<file path="src/rtl/fetch_sequencer_pkg.sv">
// Shared types and constants for the instruction fetch sequencer.
// State encodings are fixed 3-bit values so they stay readable in waveforms.
package fetch_sequencer_pkg;

   localparam logic [31:0] INSTR_NOP = 32'h0000_0013;

   typedef enum logic [2:0] {
      FSEQ_IDLE  = 3'd0,
      FSEQ_REQ   = 3'd1,
      FSEQ_WAIT  = 3'd2,
      FSEQ_HOLD  = 3'd3,
      FSEQ_FAULT = 3'd4
   } fseq_state_e;

   function automatic logic is_word_aligned(input logic [1:0] addr_lsbs);
      return addr_lsbs == 2'b00;
   endfunction

endpackage

</file>
<file path="src/rtl/fetch_sequencer.sv">
// Program counter owner: issues one handshaked instruction fetch at a time,
// presents the returned word until it retires, then picks the next PC.
module fetch_sequencer
   import fetch_sequencer_pkg::*;
#(
   parameter int              XLEN         = 32,
   parameter logic [XLEN-1:0] RESET_VECTOR = '0
) (
   input  logic            clk,
   input  logic            rst,
   output logic            imem_req,
   output logic [XLEN-1:0] imem_addr,
   input  logic            imem_gnt,
   input  logic            imem_rvalid,
   input  logic [31:0]     imem_rdata,
   input  logic            stall,
   input  logic            take_branch,
   input  logic [XLEN-1:0] branch_target,
   output logic            instr_valid,
   output logic [31:0]     instr,
   output logic [XLEN-1:0] instr_pc,
   output logic [XLEN-1:0] instret,
   output logic            misalign_err
);

   fseq_state_e     state;
   logic [XLEN-1:0] pc;
   logic [XLEN-1:0] pc_plus4;
   logic            target_ok;

   // pc is only updated on retire, so it doubles as the stable request address.
   assign imem_addr = pc;
   assign pc_plus4  = pc + XLEN'(4);
   assign target_ok = is_word_aligned(branch_target[1:0]);

   // NOTE: every register here uses <= so all updates within a cycle see the
   // pre-edge values of pc/state, regardless of statement order.
   always_ff @(posedge clk or posedge rst) begin
      if (rst) begin
         state        <= FSEQ_IDLE;
         pc           <= RESET_VECTOR;
         imem_req     <= 1'b0;
         instr_valid  <= 1'b0;
         instr        <= INSTR_NOP;
         instr_pc     <= '0;
         instret      <= '0;
         misalign_err <= 1'b0;
      end else begin
         case (state)
            FSEQ_IDLE: begin
               state    <= FSEQ_REQ;
               imem_req <= 1'b1;
            end

            FSEQ_REQ: begin
               if (imem_gnt) begin
                  state    <= FSEQ_WAIT;
                  imem_req <= 1'b0;
               end
            end

            FSEQ_WAIT: begin
               if (imem_rvalid) begin
                  state       <= FSEQ_HOLD;
                  instr       <= imem_rdata;
                  instr_pc    <= pc;
                  instr_valid <= 1'b1;
               end
            end

            FSEQ_HOLD: begin
               if (!stall) begin
                  instr_valid <= 1'b0;
                  if (take_branch && !target_ok) begin
                     // Faulting instruction is dropped, not retired.
                     state        <= FSEQ_FAULT;
                     misalign_err <= 1'b1;
                  end else begin
                     state    <= FSEQ_REQ;
                     imem_req <= 1'b1;
                     instret  <= instret + XLEN'(1);
                     pc       <= take_branch ? branch_target : pc_plus4;
                  end
               end
            end

            FSEQ_FAULT: begin
               imem_req    <= 1'b0;
               instr_valid <= 1'b0;
            end

            default: begin
               state       <= FSEQ_IDLE;
               imem_req    <= 1'b0;
               instr_valid <= 1'b0;
            end
         endcase
      end
   end

endmodule

</file>
<file path="config.mk">
export PLATFORM = sky130hd
export DESIGN_NAME = fetch_sequencer
export DESIGN_NICKNAME = d
export VERILOG_FILES = /design/src/rtl/fetch_sequencer_pkg.sv /design/src/rtl/fetch_sequencer.sv
export SDC_FILE = /design/constraint.sdc
export NUM_CORES = 1
export LEC_CHECK = 0
export ABC_AREA = 1
export CAP_MARGIN = 20
export CELL_PAD_IN_SITES_DETAIL_PLACEMENT = 1
export CELL_PAD_IN_SITES_GLOBAL_PLACEMENT = 2
export CORE_ASPECT_RATIO = 1.5
export CORE_MARGIN = 2
export CORE_UTILIZATION = 38
export CTS_CLUSTER_SIZE = 10
export DETAILED_ROUTE_END_ITERATION = 8
export DONT_BUFFER_PORTS = 1
export GPL_TIMING_DRIVEN = 1
export PLACE_DENSITY = 0.93
export RECOVER_POWER = 100
export SLEW_MARGIN = 20
export SYNTH_ARGS = -nofsm -noshare
export SYNTH_HDL_FRONTEND = slang
export SYNTH_SLANG_ARGS = --single-unit
</file>
<file path="constraint.sdc">
create_clock -name clk -period 6 [get_ports clk]
set_clock_uncertainty 0.15 [all_clocks]
set_input_delay 0.3 -clock clk [delete_from_list [all_inputs] [get_ports clk]]
set_output_delay 0.3 -clock clk [all_outputs]
set_load 0.05 [all_outputs]
</file>
==> metrics.txt, run 1 <==
outcome finished, violations left; violated checks max-capacitance violations, max-slew violations; Synth Area in Simple Gates 0.3043; TritonCTS clock tree yes; GRT Total Usage 0.2288; post-synthesis compound-gate area fraction 0.05682; CTS HTree Levels 4; EDFF count, synth 0; port bufs 0; Layout area overhead 18.56%; total setup buffers inserted after CTS 0; Hold Path Depth 3; XOR/XNOR share of the synthesized area 0.01912; CTS root buf clkbuf_16; clk_lat worst skew 0.42 ns; Mean Syn Cell Area 7.834 um^2; final setup vio count 0; unrepaired setup endpoints after global routing no; Gate Count Post-Synth 877; chip height 168.7 um; Synth Register Bits 134; Crit Path Category reg -> reg; WL/cell 18.75 um; Iter 0 DRT Violations 239; # IOs 201; Via Count 6021; Yosys warnings 0; largest family of logic cells by synthesized area simple AND/OR/NAND/NOR gates; most frequent cells in the layout nand2_1, dfrtp_1, nor2_1; Clock Path Buffers 2; Post-DRT Antenna Nets 0; Die Wd 113.8 um; crit-path max FO 93; Max Cap Viol 2; relative slew slack -1.492; post-synthesis cell type count 35; clock period minus worst slack 4.016 ns; row count 60; vias per std cell 5.164; GRT overflow 0; share of the synthesized area in the top cell type 0.4771; # placed instances 1071; final slew viol count 178; HP Class in -> reg; Critical Path AT 4.15 ns; largest net degree at the start of global routing 94; Post-Syn Nets 949; commonest non-fill, non-tap cell in the layout nand2_1; drt pass-1 iters 4; Reg clk slew, reported paths 0.07 ns; Clock Sinks 134; post-place setup slack 3.176 ns; path depth of the worst reg2reg path 4; Fmax 249.0 MHz; Sum Neg Setup Slack 0 ns; Final Net Count 1007; worst-margin pin slew 3.718 ns; Initial Util 0.3845; ys async rst share 1.000; Critical Path End Type register; sequential share of the synthesized area 0.4886; mux cell area share after synthesis 0.05901; PD cells 584.1 mW/mm^2; Mapped Area 0.006870 mm^2; initial antenna violation count 0; fin worst setup slack 1.984 ns; layout cells sized above 1 0.07911; area leader, netlist dfrtp_1; Placer Congestion 0.8277; DRC 0; period utilisation layout 0.6694; cts bufs inserted 17; CORE AREA 0.01787 mm^2; non-filler cells, final 1166; number of global-route vias before repair 6435; Layout Utilization 0.4559; final hold violations 0; Routed WL 21860 um; CP startpoint kind register; Leakage 3.779 nW; first-pass GRT wire length 33890 um; Die ar. 0.01919 mm^2; worst reg-to-reg setup slack 1.98 ns; fillers 2182; synth top area cells dfrtp_1, nand2_1, nor2_1; hpwl dp 15130 um; synthesized-area fraction occupied by adder cells 0.003642; dominant synthesized flop cell dfrtp_1; worst vdd ir 302.0 uV; Crit path required time 6.14 ns
[cell families after synthesis]
group | after synthesis
compound gates | 74
mux | 36
flops | 134
fa+ha+maj | 2
buf+inv | 112
simple gates | 504
xor+xnor | 15
[registers in the layout, indices dropped and copies added (netlist names)]
| register | count |
|---|---|
| instret | 32 |
| misalign_err | 1 |
| instr_pc | 32 |
| imem_addr | 32 |
| instr | 32 |
| instr_valid | 1 |
| state | 3 |
| imem_req | 1 |
[synth_stat cells (4+ instances only)]
| library cell | count |
|---|---|
| nand2_1 | 305 |
| dfrtp_1 | 131 |
| nor2_1 | 115 |
| inv_1 | 86 |
| o21ai_0 | 48 |
| nand3_1 | 47 |
| mux2_2 | 36 |
| a21oi_1 | 13 |
| xor2_1 | 11 |
| clkbuf_1 | 10 |
| nand3b_1 | 8 |
| buf_2 | 7 |
| nand4_1 | 6 |
| nor2_2 | 5 |
| buf_6 | 4 |
| o21ai_1 | 4 |
| or2_2 | 4 |
| xnor2_1 | 4 |
[what timing repair did]
item,4_1_cts,5_1_grt
gates resized for setup,0,0
endpoints found under the hold margin,140,1
hold buffers,61,1
[worst max-delay path, stage by stage (launching register included)]
cell and delay (ns):
dfrtp_1 0.39, inv_1 0.09, nor3_1 0.34, nand2_1 1.83, mux2_1 1.06
[final cells by class]
class	instances	area, um^2	area share
Tap cell	217	271.5	0.03333
Timing Repair Buffer	63	628.1	0.07711
Antenna cell	1	2.502	0.0003072
Sequential cell	134	3357	0.4121
Clock inverter	15	138.9	0.01705
Multi-Input combinational cell	631	2990	0.3671
Clock buffer	17	425.4	0.05223
Inverter	88	331.6	0.04071
[layer usage]
| layer | global-route usage | vias to the layer above | part of all wire |
|---|---|---|---|
| li1 | - | 2896 | - |
| met1 | 0.2303 | 2914 | 0.36 |
| met2 | 0.4330 | 170 | 0.55 |
| met3 | 0.06588 | 41 | 0.058 |
| met4 | 0.09597 | 0 | 0.031 |
| met5 | 0 | - | 0 |
[final timing paths]
check                       startpoint            end
setup / recovery              state[1]       instr[9]
hold / removal             take_branch   imem_addr[6]
setup reg to reg              state[1]       instr[9]
hold reg to reg               state[2]       state[2]
max in group asynchronous          rst  imem_addr[23]
min in group asynchronous          rst      instr[23]
[through the flow]
stage	instance area, um^2	power (W)	hold WS, ns
after floorplan	6870	0.003423	0.2781
after global placement	7022	0.003695	0.2032
after detailed placement	7022	0.003755	0.2113
after CTS	8197	0.004797	0.002016
after global routing	8143	0.005014	0.02545
final	8145	0.004758	0.01369
[power by group]
| group | total [W] | leakage, nW | switching [W] | internal, W |
|---|---|---|---|---|
| clock network | 0.000997 | 0.270 | 0.000450 | 0.000546 |
| registers | 0.00286 | 1.67 | 0.00162 | 0.00124 |
| logic | 0.000902 | 1.84 | 0.000522 | 0.000380 |
No activity file was read; power rests on OpenSTA's default activity.
==> run 2, diff against run 1 <==
Settings changed: CORE_UTILIZATION 38 to 32, PLACE_DENSITY 0.93 to 0.84.
Clock period 6 ns to 3.4 ns, I/O delays scaled along.
==> metrics.txt, run 2 (synthesized netlist as in run 1, its figures left out) <==
hpwl dp 16280 um; Critical Path End Type register; Sum Neg Setup Slack 0 ns; unrepaired setup endpoints after global routing no; post-CTS sizing 0; layout cells sized above 1 0.08637; drt pass-1 iters 6; commonest non-fill, non-tap cell in the layout nand2_1; P_sw 0.004568 W; Routed WL 22760 um; # placed instances 1128; port bufs 0; DRC 0; Hold Path Depth 3; Clock Sinks 134; internal power 0.003999 W; final hold violations 0; cts hold-fix bufs 70; Reg clk slew, reported paths 0.06 ns; Leakage 3.831 nW; final slew viol count 172; crit-path max FO 36; violated checks max-capacitance violations, max-slew violations; worst reg2reg startpoint state[0]; initial antenna violation count 0; Final Net Count 1021; first-pass GRT wire length 35490 um; PD cells 1025 mW/mm^2; Die ar. 0.02268 mm^2; Layout area overhead 21.60%; outcome finished, violations left; cts bufs inserted 17; Clock power frac 0.215; final setup vio count 0; vias per std cell 4.850; Iter 0 DRT Violations 262; chip height 183.5 um; grt peak-use layer met2; Reg power frac 0.584; relative slew slack -0.3301; hold path endpoint state[0]; worst vdd ir 710.3 uV; Clock Path Buffers 2; Fmax 338.1 MHz; CP startpoint kind register; worst-margin pin slew 1.995 ns; most frequent cells in the layout nand2_1, dfrtp_1, nor2_1; switching portion of total power 0.5332; worst reg-to-reg setup slack 0.44 ns; TritonCTS clock tree yes; GRT overflow 0; fillers 2539; Crit path required time 3.62 ns; CORE AREA 0.02106 mm^2; min-delay src branch_target[1]; met2 Usage GRT 0.3833; GRT Total Usage 0.2070; Critical Path AT 3.17 ns; CTS root buf clkbuf_16; non-filler cells, final 1230; combinational fraction of design power 0.201; HP Class in -> reg; number of global-route vias before repair 6482; worst r2r dst imem_addr[19]; period utilisation layout 0.8698; # IOs 201; largest net degree at the start of global routing 94; CTS HTree Levels 4; Die Wd 123.6 um; Initial Util 0.3262; Placer Congestion 0.8214; Post-DRT Antenna Nets 0; Max Cap Viol 2; WL/cell 18.50 um; GR Layer Usage met1 0.2161; clk_lat worst skew 0.43 ns; total setup buffers inserted after CTS 0; path depth of the worst reg2reg path 9; Via Count 5966; row count 65; Crit Path Category reg -> reg; met3 Usage GRT 0.05273; clock period minus worst slack 2.957 ns
run 2: cell types whose count changed in the layout (fill, tap and decap cells not counted), sizes merged:
cell	delta
clkbuf	+8
dlygate4sd3	+8
inv	-7
bufinv	+2
buf	+1
clkinvlp	+1
run 2: power groups by stage:
stage,Combinational [W],Sequential (W),Clock [W]
3_5_place_dp,0.00164,0.00505,0
2_1_floorplan,0.00125,0.00479,0
3_3_place_gp,0.00157,0.00503,0
6_report,0.00172,0.00500,0.00185
5_1_grt,0.00197,0.00509,0.00196
4_1_cts,0.00173,0.00502,0.00189
run 2: critical path, cell delays in order, from the launching register on:
cell	delay [ns]
dfrtp_1	0.39
nand2_1	0.11
nor2_4	0.15
nand3_4	0.39
inv_2	0.61
nand2_1	0.21
inv_1	0.16
a22oi_1	0.08
dlygate4sd3_1	0.56
nand2_1	0.06
run 2: area by class of cell:
class                      instances  area (um^2)  area share
sequential                       134         3357      0.4018
multi-input combinational        631         3008      0.3600
timing repair buffer              77        737.0     0.08821
clock buffer                      20        456.7     0.05467
tap                              268        335.3     0.04014
inverter                          88        331.6     0.03969
clock inverter                    11        126.4     0.01513
antenna                            1        2.502   0.0002995
run 2: worst max path at each step:
stage,from,to,slack (ns)
after floorplan,imem_addr[3],imem_addr[18],1.33
after detailed placement,imem_addr[3],imem_addr[30],0.89
after global routing,state[0],imem_addr[19],0.12
after CTS,state[0],imem_addr[19],0.35
after global placement,branch_target[0],imem_addr[19],0.95
final,state[0],imem_addr[19],0.44
run 2: stage by stage:
step / area, um^2 / hold WS, ns / utilization / total power (W) / worst slack [ns]
floorplan: 6874 / 0.1481 / - / 0.006041 / 1.334
global placement: 7142 / -0.1658 / 0.3391 / 0.006594 / 0.9531
detailed placement: 7142 / -0.1678 / 0.3391 / 0.006686 / 0.8932
CTS: 8426 / 0.1070 / 0.4000 / 0.008646 / 0.3464
global route: 8352 / 0.1467 / 0.3965 / 0.009015 / 0.1183
finish: 8354 / 0.1260 / 0.3966 / 0.008567 / 0.4426
run 2: layer usage:
metal  part of all wire  routed length, um
met4              0.031                713
met1               0.36               8289
met5                  0                  0
met2               0.56              12740
met3              0.045               1016
